### src/rtl/bus_interconnect.sv
// N-host to M-device interconnect: fixed-priority arbitration, base/mask address decode,
// combinational request path and a one-cycle registered response path.
module bus_interconnect #(
    parameter int unsigned NrDevices    = 1,
    parameter int unsigned NrHosts      = 1,
    parameter int unsigned DataWidth    = 32,
    parameter int unsigned AddressWidth = 32
) (
    input  logic                                 clk_i,
    input  logic                                 rst_i,

    input  logic [NrHosts-1:0]                   host_req_i,
    output logic [NrHosts-1:0]                   host_gnt_o,
    input  logic [NrHosts*AddressWidth-1:0]      host_addr_i,
    input  logic [NrHosts-1:0]                   host_we_i,
    input  logic [NrHosts*(DataWidth/8)-1:0]     host_be_i,
    input  logic [NrHosts*DataWidth-1:0]         host_wdata_i,
    output logic [NrHosts-1:0]                   host_rvalid_o,
    output logic [NrHosts*DataWidth-1:0]         host_rdata_o,
    output logic [NrHosts-1:0]                   host_err_o,

    output logic [NrDevices-1:0]                 device_req_o,
    output logic [NrDevices*AddressWidth-1:0]    device_addr_o,
    output logic [NrDevices-1:0]                 device_we_o,
    output logic [NrDevices*(DataWidth/8)-1:0]   device_be_o,
    output logic [NrDevices*DataWidth-1:0]       device_wdata_o,
    input  logic [NrDevices-1:0]                 device_rvalid_i,
    input  logic [NrDevices*DataWidth-1:0]       device_rdata_i,
    input  logic [NrDevices-1:0]                 device_err_i,

    input  logic [NrDevices*AddressWidth-1:0]    cfg_device_addr_base,
    input  logic [NrDevices*AddressWidth-1:0]    cfg_device_addr_mask
);

    localparam int unsigned BeWidth  = DataWidth / 8;
    localparam int unsigned HostIdxW = (NrHosts > 1) ? $clog2(NrHosts) : 1;
    localparam int unsigned DevIdxW  = (NrDevices > 1) ? $clog2(NrDevices) : 1;

    logic [HostIdxW-1:0]     host_sel;
    logic                    host_any;
    logic [DevIdxW-1:0]      dev_sel;
    logic                    dev_hit;

    logic [AddressWidth-1:0] sel_addr;
    logic                    sel_we;
    logic [BeWidth-1:0]      sel_be;
    logic [DataWidth-1:0]    sel_wdata;

    logic [HostIdxW-1:0]     resp_host_d, resp_host_q;
    logic [DevIdxW-1:0]      resp_dev_d, resp_dev_q;
    logic                    resp_miss_d, resp_miss_q;

    // Fixed priority: lowest-index requesting host wins; host 0 when idle.
    always_comb begin
        host_sel = '0;
        host_any = 1'b0;
        for (int unsigned h = 0; h < NrHosts; h++) begin
            if (!host_any && host_req_i[h]) begin
                host_sel = HostIdxW'(h);
                host_any = 1'b1;
            end
        end
    end

    always_comb begin
        sel_addr  = host_addr_i[AddressWidth-1:0];
        sel_we    = host_we_i[0];
        sel_be    = host_be_i[BeWidth-1:0];
        sel_wdata = host_wdata_i[DataWidth-1:0];
        for (int unsigned h = 0; h < NrHosts; h++) begin
            if (HostIdxW'(h) == host_sel) begin
                sel_addr  = host_addr_i[h*AddressWidth +: AddressWidth];
                sel_we    = host_we_i[h];
                sel_be    = host_be_i[h*BeWidth +: BeWidth];
                sel_wdata = host_wdata_i[h*DataWidth +: DataWidth];
            end
        end
    end

    always_comb begin
        dev_sel = '0;
        dev_hit = 1'b0;
        for (int unsigned d = 0; d < NrDevices; d++) begin
            if (!dev_hit &&
                ((sel_addr & cfg_device_addr_mask[d*AddressWidth +: AddressWidth]) ==
                 cfg_device_addr_base[d*AddressWidth +: AddressWidth])) begin
                dev_sel = DevIdxW'(d);
                dev_hit = 1'b1;
            end
        end
    end

    always_comb begin
        host_gnt_o = '0;
        for (int unsigned h = 0; h < NrHosts; h++) begin
            host_gnt_o[h] = host_req_i[h] && (HostIdxW'(h) == host_sel);
        end
    end

    // Only the decoded device sees the request; a decode miss leaves every device idle.
    always_comb begin
        device_req_o   = '0;
        device_addr_o  = '0;
        device_we_o    = '0;
        device_be_o    = '0;
        device_wdata_o = '0;
        for (int unsigned d = 0; d < NrDevices; d++) begin
            if (dev_hit && (DevIdxW'(d) == dev_sel)) begin
                device_req_o[d]                               = host_any;
                device_addr_o[d*AddressWidth +: AddressWidth] = sel_addr;
                device_we_o[d]                                = sel_we;
                device_be_o[d*BeWidth +: BeWidth]             = sel_be;
                device_wdata_o[d*DataWidth +: DataWidth]      = sel_wdata;
            end
        end
    end

    always_comb begin
        resp_host_d = host_sel;
        resp_dev_d  = dev_sel;
        resp_miss_d = host_any && !dev_hit;
    end

    always_ff @(posedge clk_i or posedge rst_i) begin
        if (rst_i) begin
            resp_host_q <= '0;
            resp_dev_q  <= '0;
            resp_miss_q <= 1'b0;
        end else begin
            resp_host_q <= resp_host_d;
            resp_dev_q  <= resp_dev_d;
            resp_miss_q <= resp_miss_d;
        end
    end

    // A decode miss answers with an error on its own; reset silences the response path.
    always_comb begin
        host_rvalid_o = '0;
        host_rdata_o  = '0;
        host_err_o    = '0;
        if (!rst_i) begin
            for (int unsigned h = 0; h < NrHosts; h++) begin
                if (HostIdxW'(h) == resp_host_q) begin
                    if (resp_miss_q) begin
                        host_rvalid_o[h] = 1'b1;
                        host_err_o[h]    = 1'b1;
                    end else begin
                        for (int unsigned d = 0; d < NrDevices; d++) begin
                            if (DevIdxW'(d) == resp_dev_q) begin
                                host_rvalid_o[h]                       = device_rvalid_i[d];
                                host_rdata_o[h*DataWidth +: DataWidth] =
                                    device_rdata_i[d*DataWidth +: DataWidth];
                                host_err_o[h]                          = device_err_i[d];
                            end
                        end
                    end
                end
            end
        end
    end

endmodule

### config.mk
export PLATFORM = sky130hd
export DESIGN_NAME = bus_interconnect
export DESIGN_NICKNAME = d
export VERILOG_FILES = /design/src/rtl/bus_interconnect.sv
export SDC_FILE = /design/constraint.sdc
export NUM_CORES = 1
export LEC_CHECK = 0
export CAP_MARGIN = 10
export CORE_AREA = 5 5 103 105
export CTS_CLUSTER_SIZE = 14
export DETAILED_ROUTE_END_ITERATION = 7
export DIE_AREA = 0 0 108 110
export SKIP_LAST_GASP = 1
export SYNTH_ARGS = -nofsm -noshare
export SYNTH_HDL_FRONTEND = slang
export SYNTH_SLANG_ARGS = --single-unit
### constraint.sdc
create_clock -name clk_i -period 4.3 [get_ports clk_i]
set_clock_uncertainty 0.05 [all_clocks]
set_input_delay 1.075 -clock clk_i [delete_from_list [all_inputs] [get_ports clk_i]]
set_output_delay 1.075 -clock clk_i [all_outputs]
set_load 0.005 [all_outputs]
==> impl_metrics.json, run 1 <==
{
  "outcome": "finished, violations left",
  "violations": "negative setup slack",
  "synthTopCellsByArea": "and2_2 (28%), and2_1 (22%), and3_1 (8.1%)",
  "die_h_um": 110,
  "gp_congestion": 0.791,
  "dp_hpwl_um": 10300,
  "fin_area_sq_mm": 0.00478,
  "ys_seq_elements": 1,
  "slew_headroom_pct": 81.7,
  "drt_iter0_markers": 83,
  "cp_cell_sequence": "clkdlybuf4s50_1, a21o_1, a211oi_2, nand4_1, nor4_4, buf_6, buf_12, buf_8, buf_16, and2_2, dlygate4sd2_1",
  "utilization_pct": 50.1,
  "path_delay_family": "buffers and inverters",
  "syn_area_per_cell_sq_um": 6.78,
  "num_vias": 2691,
  "worst_pin_slew_ns": 0.273,
  "ant_nets": 0,
  "crit_path_max_incr_delay_ns": 0.43,
  "grt_pass1_wl_um": 16900,
  "power_per_cell_area_mw_per_mm2": 54.1,
  "synth_top_area_share_pct": 27.9,
  "grt_pass1_vias": 2755,
  "area_growth_pct": 242,
  "antenna_found_initial": 6,
  "vdd_drop_max_v": 0.0000228,
  "finalSetupViolations": 29,
  "die_w_um": 108,
  "finalNetCount": 667,
  "drv_slew": 0,
  "cp-end-kind": "primary output",
  "grt_start_max_net_pins": 33,
  "crit_arrival_ns": 3.28,
  "p_leak_nw": 2.37,
  "final_common_cell": "clkdlybuf4s50_1",
  "ios": 275,
  "crit_type": "input pin to primary output",
  "max_freq_ghz": 0.227,
  "io_buffers": 274,
  "path_max_fanout": 7,
  "largest-register": "resp_miss_q",
  "core_area_sq_mm": 0.00955,
  "dp.cells": 607,
  "clk_pin_slew_ns": 0,
  "rsz0062_at_grt": "yes",
  "syn-num-nets": 376,
  "start_kind": "input pin",
  "slowest_stage": "clkdlybuf4s50_1",
  "fin_crit_sh_pct": 102,
  "grt_overflow_total": 0,
  "yosysTopAreaCell": "and2_2",
  "die_area_sq_mm": 0.0119,
  "final_cell_mix": "clkdlybuf4s50_1 (149), buf_6 (48), and2_4 (40)",
  "fillers": 966,
  "vias_per_cell": 4.28,
  "syn-instance-count": 206,
  "top_regs": "resp_miss_q: 1 flops",
  "required_ns": 3.17,
  "wirelength_um": 12900,
  "synth_cell_types": 23,
  "track_usage_pct": 19.2,
  "drcViolationCount": 0,
  "initial_core_util_pct": 14.6,
  "largest_reg_flops": 1,
  "hp-class": "input pin to asynchronous set/reset pin",
  "setup_slack_ns": -0.104,
  "critPathBufInv": 6,
  "cts_hold_buf": 0,
  "row_count": 36,
  "wl_per_cell_um": 20.5,
  "placed_area_sq_mm": 0.00430,
  "ys_seq_area_share_pct": 1.79,
  "yosysWarnings": 0,
  "post-route-min-period_ns": 4.40,
  "preCtsSetupSlack_ns": -1.01,
  "final_cells": 629,
  "cap_violations": 0,
  "first_pass_iters": 4,
  "drive_above_1_share_pct": 35.2,
  "syn-cell-area_sq_mm": 0.00140,
  "hold_viol_final": 0
}
## timing repair
item | CTS | global route
setup endpoints to repair | 70 | 70
buffers inserted | 10 | 7
pin swaps | 15 | 34
cloned | 7 | 2
gates resized for setup | 285 | 154
## final timing paths
kind,startpoint,to,slack [ns],depth (start not counted)
worst max-delay path,cfg_device_addr_mask[29],device_wdata_o[18],-0.10,11
worst min-delay path,rst_i,resp_miss_q,1.26,2
max in group asynchronous,rst_i,resp_miss_q,2.84,2
min in group clk_i,host_req_i,resp_miss_q,1.73,2
## through the flow
step	setup TNS, ns	total power, mW	hold WS [ns]
2_1_floorplan	0	0.0554	0.754
3_3_place_gp	-62.90	0.259	1.26
3_5_place_dp	-65.56	0.262	1.25
4_1_cts	-5.65	0.259	1.25
5_1_grt	-5.92	0.274	1.29
6_report	-1.31	0.258	1.26
## synth_stat cells
| cell type | instances |
|---|---|
| a21oi_1 | 18 |
| inv_1 | 1 |
| o22a_1 | 6 |
| nor4_4 | 1 |
| clkbuf_2 | 7 |
| a21boi_0 | 8 |
| or4_1 | 1 |
| and2_2 | 52 |
| o22ai_1 | 3 |
| nand3_1 | 6 |
| nand4_1 | 3 |
| or4_4 | 1 |
| nor2_1 | 5 |
| buf_4 | 1 |
| and3_1 | 18 |
| and3b_1 | 7 |
| and2_1 | 50 |
| and2b_2 | 1 |
| dfrtp_1 | 1 |
| a211oi_1 | 6 |
| and3b_2 | 1 |
| clkbuf_1 | 3 |
| a21o_1 | 6 |
## where the power goes
group	internal, mW	total, mW	switching, mW
Combinational	0.176	0.248	0.0719
Sequential	0.0101	0.0104	0.000370
Clock	0	0.00000000000327	0
## cell families after synthesis
logic type / after synthesis / share of synthesized area (%)
AND/OR/NAND/NOR: 146 / 71.8
buffers and inverters: 12 / 4.12
AO/OA/AOI/OAI: 47 / 22.3
flip-flops: 1 / 1.79
## per-layer routing
layer	GRT usage [%]	vias up	share of wire (%)
li1	-	1307	-
met1	19.8	1205	34
met2	38.0	149	53
met3	7.22	20	11
met4	1.89	10	1.6
met5	0	-	0.52
## cell type report
| cell class | count | area (sq um) | area share, % |
|---|---|---|---|
| timing repair buffer | 300 | 3160 | 66.2 |
| multi-input combinational | 193 | 1420 | 29.7 |
| inverter | 1 | 3.75 | 0.0785 |
| tap | 133 | 166 | 3.48 |
| sequential | 1 | 25.0 | 0.524 |
| antenna | 1 | 2.50 | 0.0524 |
No activity file was read; power rests on OpenSTA's default activity.
==> run 2: changes to the inputs <==
--- a/config.mk
+++ b/config.mk
@@ -10,6 +10,7 @@
 export CTS_CLUSTER_SIZE = 14
 export DETAILED_ROUTE_END_ITERATION = 7
 export DIE_AREA = 0 0 108 110
+export RECOVER_POWER = 25
 export SKIP_LAST_GASP = 1
 export SYNTH_ARGS = -nofsm -noshare
 export SYNTH_HDL_FRONTEND = slang
==> run 2 against run 1 <==
Compared with the run above: the flow still finishes with violations (negative setup slack); wire length hardly changed; total power shrank 0.61%; critical path depth unchanged; sequential share of layout area about the same; final cell count unchanged; setup slack worse by 0.0017 ns; die area is the same; global-route usage did not move; critical path type unchanged; largest cell class unchanged.
==> impl_metrics.json, run 2 (synthesis results as in run 1) <==
{
  "violations": "negative setup slack",
  "p_sw_mw": 0.0722,
  "die_h_um": 110,
  "io_buffers": 274,
  "slew_headroom_pct": 68.0,
  "finalNetCount": 667,
  "crit_path_max_incr_delay_ns": 0.43,
  "final_cell_mix": "clkdlybuf4s50_1 (143), buf_6 (48), and2_4 (40)",
  "gp_congestion": 0.791,
  "switching_share_pct": 28.1,
  "finalSetupViolations": 30,
  "holdWs_ns": 1.38,
  "worst_pin_slew_ns": 0.480,
  "cap_violations": 0,
  "cts_hold_buf": 0,
  "drcViolationCount": 0,
  "area_growth_pct": 242,
  "grt_overflow_total": 0,
  "p_comb_share_pct": 95.9,
  "die_w_um": 108,
  "ios": 275,
  "first_pass_iters": 4,
  "fin_crit_sh_pct": 102,
  "placed_area_sq_mm": 0.00430,
  "rsz0062_at_grt": "yes",
  "vdd_drop_max_v": 0.0000226,
  "initial_core_util_pct": 14.6,
  "crit_arrival_ns": 3.28,
  "drv_slew": 0,
  "cp-end-kind": "primary output",
  "grt_start_max_net_pins": 33,
  "track_usage_pct": 19.2,
  "power_per_cell_area_mw_per_mm2": 53.8,
  "setup_slack_ns": -0.105,
  "grt_pass1_vias": 2755,
  "drt_iter0_markers": 92,
  "largest-register": "resp_miss_q",
  "fin_area_sq_mm": 0.00478,
  "die_area_sq_mm": 0.0119,
  "largest_reg_flops": 1,
  "antenna_found_initial": 6,
  "wirelength_um": 12900,
  "power_frac_seq_pct": 4.1,
  "top_regs": "resp_miss_q: 1 flops",
  "num_vias": 2687,
  "start_kind": "input pin",
  "post-route-min-period_ns": 4.41,
  "row_count": 36,
  "outcome": "finished, violations left",
  "hold_viol_final": 0,
  "max_freq_ghz": 0.227,
  "dp_hpwl_um": 10300,
  "p_leak_nw": 2.38,
  "clk_pin_slew_ns": 0,
  "wl_per_cell_um": 20.5,
  "final_common_cell": "clkdlybuf4s50_1",
  "required_ns": 3.17,
  "drive_above_1_share_pct": 35.2,
  "cp_cell_sequence": "clkdlybuf4s50_1, a21o_1, a211oi_2, nand4_1, nor4_4, buf_6, buf_12, buf_8, buf_16, and2_2, dlygate4sd2_1",
  "clockPowerShare_pct": 0,
  "utilization_pct": 50.0,
  "vias_per_cell": 4.27,
  "grt_pass1_wl_um": 16900,
  "ant_nets": 0,
  "path_max_fanout": 7,
  "intPower_mw": 0.185,
  "crit_type": "input pin to primary output",
  "hp-class": "input pin to asynchronous set/reset pin",
  "slowest_stage": "clkdlybuf4s50_1",
  "core_area_sq_mm": 0.00955
}
## run 2: cell types whose count changed in the layout (fill, tap and decap cells not counted)
| cell | before | now |
|---|---|---|
| dlygate4sd3_1 | 0 | 6 |
| and2_1 | 38 | 36 |
| buf_4 | 9 | 8 |
| clkbuf_2 | 3 | 4 |
| clkdlybuf4s50_1 | 149 | 143 |
| and2_0 | 0 | 2 |
## run 2: worst max-delay path, delay by kind of cell
kind,cells,cell delay [ns]
AOI/OAI and AO/OA,2,0.40
and+or+nand+nor,3,0.65
buffers and inverters,6,1.14
## run 2: layout make-up
type / instances / area [sq um]
fillers: 966 / 4770
repair buffers: 300 / 3160
multi-input cells: 193 / 1420
well taps: 133 / 166
flip-flops and latches: 1 / 25.0
inverters: 1 / 3.75
diodes: 1 / 2.50
## run 2: stage by stage
stage / worst slack [ns] / TNS [ns] / power, mW / instances
finish: -0.105 / -1.37 / 0.257 / 629
global placement: -0.965 / -62.90 / 0.259 / 607
floorplan: 0.168 / 0 / 0.0554 / 206
CTS: -0.129 / -5.65 / 0.259 / 624
detailed placement: -1.01 / -65.56 / 0.262 / 607
global route: -0.190 / -5.92 / 0.272 / 629
## run 2: worst paths after layout
kind | startpoint | endpoint | slack, ns | cells after the start
min in group clk_i | host_req_i | resp_miss_q | 1.72 | 2
hold / removal | rst_i | resp_miss_q | 1.38 | 2
max in group asynchronous | rst_i | resp_miss_q | 2.72 | 2
setup / recovery | cfg_device_addr_mask[29] | device_wdata_o[18] | -0.11 | 11
## run 2: power by group through the flow
stage | Sequential, mW | Clock [mW] | Combinational (mW)
after floorplan | 0.0103 | 0 | 0.0450
after global placement | 0.0104 | 0 | 0.248
after detailed placement | 0.0104 | 0 | 0.252
after CTS | 0.0104 | 0 | 0.248
after global routing | 0.0105 | 0.00000000000327 | 0.262
final | 0.0104 | 0.00000000000327 | 0.246
## run 2: timing repair
item | CTS | global route
buffers inserted | 10 | 7
gates cloned | 7 | 2
pin swaps | 15 | 34
endpoints found under the setup margin | 70 | 70
gates resized for setup | 285 | 154
## run 2: layer usage
layer  vias to the layer above  share of wire (%)  GRT usage (%)
met1                      1203                 34           19.8
met2                       147                 53           38.0
met3                        20                 11           7.22
li1                       1307                  -              -
met5                         -               0.43              0
met4                        10                1.6           1.89
